### src/rtl/mem_stage.sv
// MEM stage of the 5-stage ARM pipeline: word-addressed data memory plus the
// MEM/WB pipeline register that feeds the write-back mux.
module mem_stage #(
  parameter int MEM_DEPTH = 64,
  parameter int BASE_ADDR = 1024
) (
  input  logic        clk,
  input  logic        rst,
  input  logic        freeze,
  input  logic        wb_enable_in,
  input  logic        mem_read_enable_in,
  input  logic        mem_write_enable_in,
  input  logic [31:0] alu_result_in,
  input  logic [31:0] store_value_in,
  input  logic [3:0]  wb_dest_in,
  output logic        wb_enable_out,
  output logic        mem_read_enable_out,
  output logic [31:0] alu_result_out,
  output logic [31:0] data_memory_out,
  output logic [3:0]  wb_dest_out,
  output logic        addr_fault
);

  localparam int IDX_W = $clog2(MEM_DEPTH);

  logic [31:0]      mem [MEM_DEPTH];
  logic [31:0]      offset;
  logic [IDX_W-1:0] idx;
  logic             in_range;
  logic             mem_access;

  // Addresses below BASE_ADDR wrap to huge offsets and fall out of range.
  assign offset     = alu_result_in - 32'(BASE_ADDR);
  assign idx        = offset[IDX_W+1:2];
  assign in_range   = offset < 32'(MEM_DEPTH * 4);
  assign mem_access = mem_read_enable_in | mem_write_enable_in;

  always_ff @(posedge clk or posedge rst) begin
    if (rst) begin
      wb_enable_out       <= 1'b0;
      mem_read_enable_out <= 1'b0;
      alu_result_out      <= 32'd0;
      data_memory_out     <= 32'd0;
      wb_dest_out         <= 4'd0;
      addr_fault          <= 1'b0;
    end else if (!freeze) begin
      wb_enable_out       <= wb_enable_in;
      mem_read_enable_out <= mem_read_enable_in;
      alu_result_out      <= alu_result_in;
      wb_dest_out         <= wb_dest_in;
      data_memory_out     <= (mem_read_enable_in && in_range) ? mem[idx] : 32'd0;
      addr_fault          <= mem_access & ~in_range;
    end
  end

  // Reset clears every word so a fresh program always sees zeroed data memory.
  always_ff @(posedge clk or posedge rst) begin
    if (rst) begin
      for (int i = 0; i < MEM_DEPTH; i++) begin
        mem[i] <= 32'd0;
      end
    end else if (!freeze && mem_write_enable_in && in_range) begin
      mem[idx] <= store_value_in;
    end
  end

endmodule

### config.mk
export PLATFORM = sky130hd
export DESIGN_NAME = mem_stage
export DESIGN_NICKNAME = d
export VERILOG_FILES = /design/src/rtl/mem_stage.sv
export SDC_FILE = /design/constraint.sdc
export NUM_CORES = 2
export LEC_CHECK = 0
export CORE_MARGIN = 2
export CORE_UTILIZATION = 40
export CTS_CLUSTER_SIZE = 16
export DETAILED_ROUTE_END_ITERATION = 10
export GPL_TIMING_DRIVEN = 0
export PLACE_DENSITY = 0.56
export SYNTH_ARGS = -nofsm -noshare
export SYNTH_HDL_FRONTEND = slang
export SYNTH_SLANG_ARGS = --single-unit
export TNS_END_PERCENT = 30
### constraint.sdc
create_clock -name clk -period 85.5 [get_ports clk]
set_input_delay 17.1 -clock clk [delete_from_list [all_inputs] [get_ports clk]]
set_output_delay 17.1 -clock clk [all_outputs]
set_load 0.005 [all_outputs]
After elaboration in Yosys (flattened, before gate mapping). Cells that the tools add are included.

Add/subtract/negate cells: 1. Magnitude comparators: 3. Mux-type cells: 7. Bitwise operators: 4. Reduce and logical (&&, ||, !) cells: 5.

Operators by type and width (count): 2048-bit bitwise mux (1); 32-bit binary-select mux with 6-bit select (1); 32-bit demux with 6-bit select (1); 32-bit two-way mux (4); 32-bit by 9-bit less-than comparator with 1-bit output, second input constant (1); 32-bit by 11-bit subtractor with 32-bit output, second input constant (1); 7-bit >= comparator, second input constant (1); 7-bit by 1-bit less-than comparator with 1-bit output, second input constant (1); 6-bit inverter with 7-bit output (1); 1-bit logical AND (4); 1-bit AND (1); 1-bit zero test (1); 1-bit inverter (1); 1-bit OR (1).

Bits in registers: 2119. Output and inout port bits: 71.

Longest topological paths before layout.
Depth in word-level cells: 7. Mapped depth: 12. Depth with buffers taken out: 6.

Least setup slack after synthesis. OpenSTA, ideal clock, no wires.

Path kind: input to register. Start point: input port alu_result_in[31]. End point: register mem[320] (netlist bit). Setup time: 0.125 ns. Arrival: 18.894 ns. Data required time: 85.375 ns. Path slack: 66.482 ns. Cell stages on the path: 7. Buffers on the path: 2. Cell sequence: nor4_1 > nand4_1 > or2_1 > buf_6 > nor3_2 > buf_4 > mux2_2.

Longest elaborated chain between the ends: 3.

Ends and longest elaborated chain: start, declared (RTL line 13) `input logic [31:0] alu_result_in,`; 32-bit by 11-bit subtractor with 32-bit output (RTL line 33) `assign offset = alu_result_in - 32'(BASE_ADDR);`; 32-bit by 9-bit less-than comparator with 1-bit output (RTL line 35) `assign in_range = offset < 32'(MEM_DEPTH * 4);`; 1-bit logical AND (RTL line 62) `end else if (!freeze && mem_write_enable_in && in_range) begin`; end signal, assigned by index (RTL line 63) `mem[idx] <= store_value_in;`; end, declared (RTL line 26) `logic [31:0] mem [MEM_DEPTH];`.

No other way between the ends. A chain may end at the register's enable or synchronous reset.

Worst setup path in the final report.
Start point: input port alu_result_in[4]. End point: register data_memory_out[10].

Longest elaborated chain between the ends: 6. Elaborated cells between the ends (all ways): 8. Those cells by class: 1 x add/sub; 1 x order compare; 4 x mux; 1 x bitwise; 1 x reduce/logical.

Ends and longest elaborated chain: 32-bit by 11-bit subtractor with 32-bit output (*) (RTL line 33); parallel branches: the longest is 4 deep, another holds 32-bit by 9-bit less-than comparator with 1-bit output; 32-bit two-way mux (*) (RTL line 51) `data_memory_out <= (mem_read_enable_in && in_range) ? mem[idx] : 32'd0;`; end signal, assigned (RTL line 51); end, declared (RTL line 19) `output logic [31:0] data_memory_out,`.

Mark *: on every way between the ends. The select of a mux whose other input is x is not followed.

==> flow_metrics.env <==
export IMPL_status="finished, violations left"
export IMPL_violations="capacitance limit, slew limit"
export IMPL_ctsResizeCount=0
export IMPL_cts_hold_buf=0
export IMPL_cap_violations=14
export IMPL_via_per_inst=7.13
export IMPL_routed_wl_um=570000
export IMPL_path_delay_family="buffers and inverters"
export IMPL_top_usage_layer="met2"
export IMPL_syn_area_mm2=0.0970
export IMPL_final_cell_mix="2,122 x mux2_2, 2,119 x dfrtp_1, 272 x clkbuf_1, 261 x o22ai_1, 234 x clkbuf_16"
export IMPL_fillerInstances=21527
export IMPL_ys_warnings_count=0
export IMPL_post_cts_buffers=0
export IMPL_arrival_ps=23090
export IMPL_hold_worst_slack_ps=479
export IMPL_drive_above_1_share=0.435
export IMPL_grt_ovfl_total=0
export IMPL_met1_usage=0.565
export IMPL_vias=76763
export IMPL_root_buffer="clkbuf_16"
export IMPL_fp_dieH_um=497
export IMPL_synth_seq_cells=2119
export IMPL_drt_iter0_markers=12678
export IMPL_cts_sinks=2119
export IMPL_async_flop_share=1.00
export IMPL_fin_util=0.463
export IMPL_die_w_um=497
export IMPL_grt_usage=0.456
export IMPL_startpoint_type="primary input"
export IMPL_r2r_cells=6
export IMPL_layout_min_cycle_time_ps=22280
export IMPL_cts_buffer_depth=3
export IMPL_fin_tns_setup_ps=0
export IMPL_slowest_stage="a221oi_1"
export IMPL_power_leakage_nw=54.4
export IMPL_io_pins=145
export IMPL_syn_inst=6813
export IMPL_crit_top_cell="buf_4"
export IMPL_finalSetupViolCount=0
export IMPL_path_clk_slew_ps=60
export IMPL_layout_commonest_cell="mux2_2"
export IMPL_drv_slew=127
export IMPL_rows=180
export IMPL_worstMarginPinSlew_ps=1710
export IMPL_htree_levels=4
export IMPL_grt_met2_usage=0.592
export IMPL_crit_chain="clkdlybuf4s50_1, buf_4, buf_4, buf_4, buf_2, buf_2, a21oi_1, a221oi_1, a21o_1, o31ai_1"
export IMPL_syn_num_nets=6887
export IMPL_power_density_mw_per_mm2=20.3
export IMPL_min_period_over_period=0.261
export IMPL_antenna_found_initial=129
export IMPL_synth_area_per_cell_um2=14.2
export IMPL_cp_required_ps=86310
export IMPL_ys_seq_area_frac=0.547
export IMPL_synth_cell_type_count=84
export IMPL_grt_max_degree=132
export IMPL_path_depth=10
export IMPL_relSlewSlack=-0.137
export IMPL_nets=7277
export IMPL_cp_max_fo=11
export IMPL_max_freq_ghz=0.0449
export IMPL_holdPathStages=1
export IMPL_die_area_mm2=0.247
export IMPL_dp_hpwl_um=379000
export IMPL_ant_nets=0
export IMPL_cts_tree="built"
export IMPL_rsz0062_at_grt="no"
export IMPL_drt_pass1_iterations=9
export IMPL_synth_edff_count=0
export IMPL_hold_path_class="reg2reg"
export IMPL_grt_pass1_vias=69485
export IMPL_gp_congestion=1.06
export IMPL_ir_worst_vdd_mv=0.0170
export IMPL_wire_per_inst_um=53.0
export IMPL_drcViolationCount=0
export IMPL_crit_buf_inv=6
export IMPL_crit_type="in2reg"
export IMPL_grt_use_met3=0.226
export IMPL_core_mm2=0.241
export IMPL_max_stage_delay_ps=1380
export IMPL_end_kind="flip-flop"
export IMPL_fin_skew_ps=43.6
export IMPL_cts_made_buffers=232
export IMPL_report_final_hold_viol_count=0
export IMPL_clk_latency_ps=950
export IMPL_place_port_buffers=110
export IMPL_grt_pass1_wl_um=722000
export IMPL_initial_core_util=0.403
export IMPL_synthFlopType="dfrtp_1"
export IMPL_area_growth_pct=14.9
[layout make-up]
class	instances	area, µm²	area share
tap	3185	3990	0.0357
clock inverter	71	756	0.00678
antenna	185	463	0.00415
buffer	716	3960	0.0355
sequential	2119	53000	0.476
clock buffer	352	6930	0.0622
multi-input combinational	3972	40100	0.360
inverter	6	32.5	0.000292
timing repair buffer	156	2200	0.0197
[where the power goes]
part           internal (mW)  switching (mW)  total (mW)  leakage, nW
Combinational         0.0396           0.182       0.222         21.1
Clock                  0.586           0.451        1.04         3.80
Sequential              1.00         0.00111        1.01         29.5
Total                   1.63           0.635        2.27         54.4
[path summary, 6_finish.rpt]
| check | from | endpoint | slack [ps] |
|---|---|---|---|
| hold / removal | mem[353] | mem[353] | 480 |
| min in group asynchronous | rst | alu_result_out[8] | 16690 |
| hold reg to reg | mem[353] | mem[353] | 480 |
| max in group asynchronous | rst | mem[1216] | 65230 |
| setup / recovery | alu_result_in[4] | data_memory_out[10] | 63220 |
| setup reg to reg | mem[1125] | data_memory_out[5] | 82330 |
[logic make-up (layout without fill, tap and decap cells)]
group | after synthesis | count (layout) | synth area share
mux | 2618 | 2618 | 0.322
flops | 2119 | 2119 | 0.547
buf+inv | 722 | 1301 | 0.0403
other cells | 0 | 185 | 0
simple gates | 439 | 439 | 0.0242
compound gates | 915 | 915 | 0.0667
[through the flow]
step	worst slack [ps]	instances	total power [mW]	instance area, µm²
floorplan	8540	6813	1.10	97000
global placement	-16120	10108	1.23	102000
detailed placement	63000	10154	1.23	103000
CTS	63950	10577	2.24	111000
global route	63760	10595	2.29	111000
finish	63220	10762	2.27	111000
[synthesized netlist by cell type, types with 9 or more instances]
cell type / count / share of area
mux2_2: 2122 / 0.25
dfrtp_1: 2119 / 0.55
clkbuf_1: 271 / 0.010
o22ai_1: 261 / 0.017
buf_2: 220 / 0.011
nand2_1: 171 / 0.0066
mux2i_1: 169 / 0.017
mux2_1: 157 / 0.018
mux4_2: 147 / 0.034
o221ai_1: 142 / 0.013
a21oi_1: 112 / 0.0058
buf_4: 111 / 0.0086
o21ai_0: 110 / 0.0057
nor2_1: 101 / 0.0039
buf_1: 58 / 0.0022
buf_6: 46 / 0.0053
a22oi_1: 45 / 0.0035
a211oi_1: 31 / 0.0024
a221oi_1: 27 / 0.0024
nand3_1: 27 / 0.0014
a2bb2oi_1: 24 / 0.0022
mux4_1: 23 / 0.0062
a32o_1: 21 / 0.0022
nand3_2: 21 / 0.0022
nor3_4: 19 / 0.0032
nor2b_1: 18 / 0.0012
a22o_1: 13 / 0.0012
nand2b_1: 13 / 0.00084
o22a_1: 13 / 0.0012
o21a_1: 11 / 0.00085
a32oi_1: 10 / 0.00090
and3_1: 10 / 0.00064
o211ai_1: 10 / 0.00077
and2_1: 9 / 0.00058
buf_12: 9 / 0.0019
[registers in the layout, summed over array words and instances, names as in the netlist]
name,flops
addr_fault,1
data_memory_out,32
mem_read_enable_out,1
mem,2048
wb_dest_out,4
alu_result_out,32
wb_enable_out,1
[layer usage]
metal,wire length [µm],vias up
li1,-,26364
met1,211000,40673
met2,225000,7586
met3,82300,2112
met4,51000,28
met5,743,-
Power figures use the tool's default switching activity.
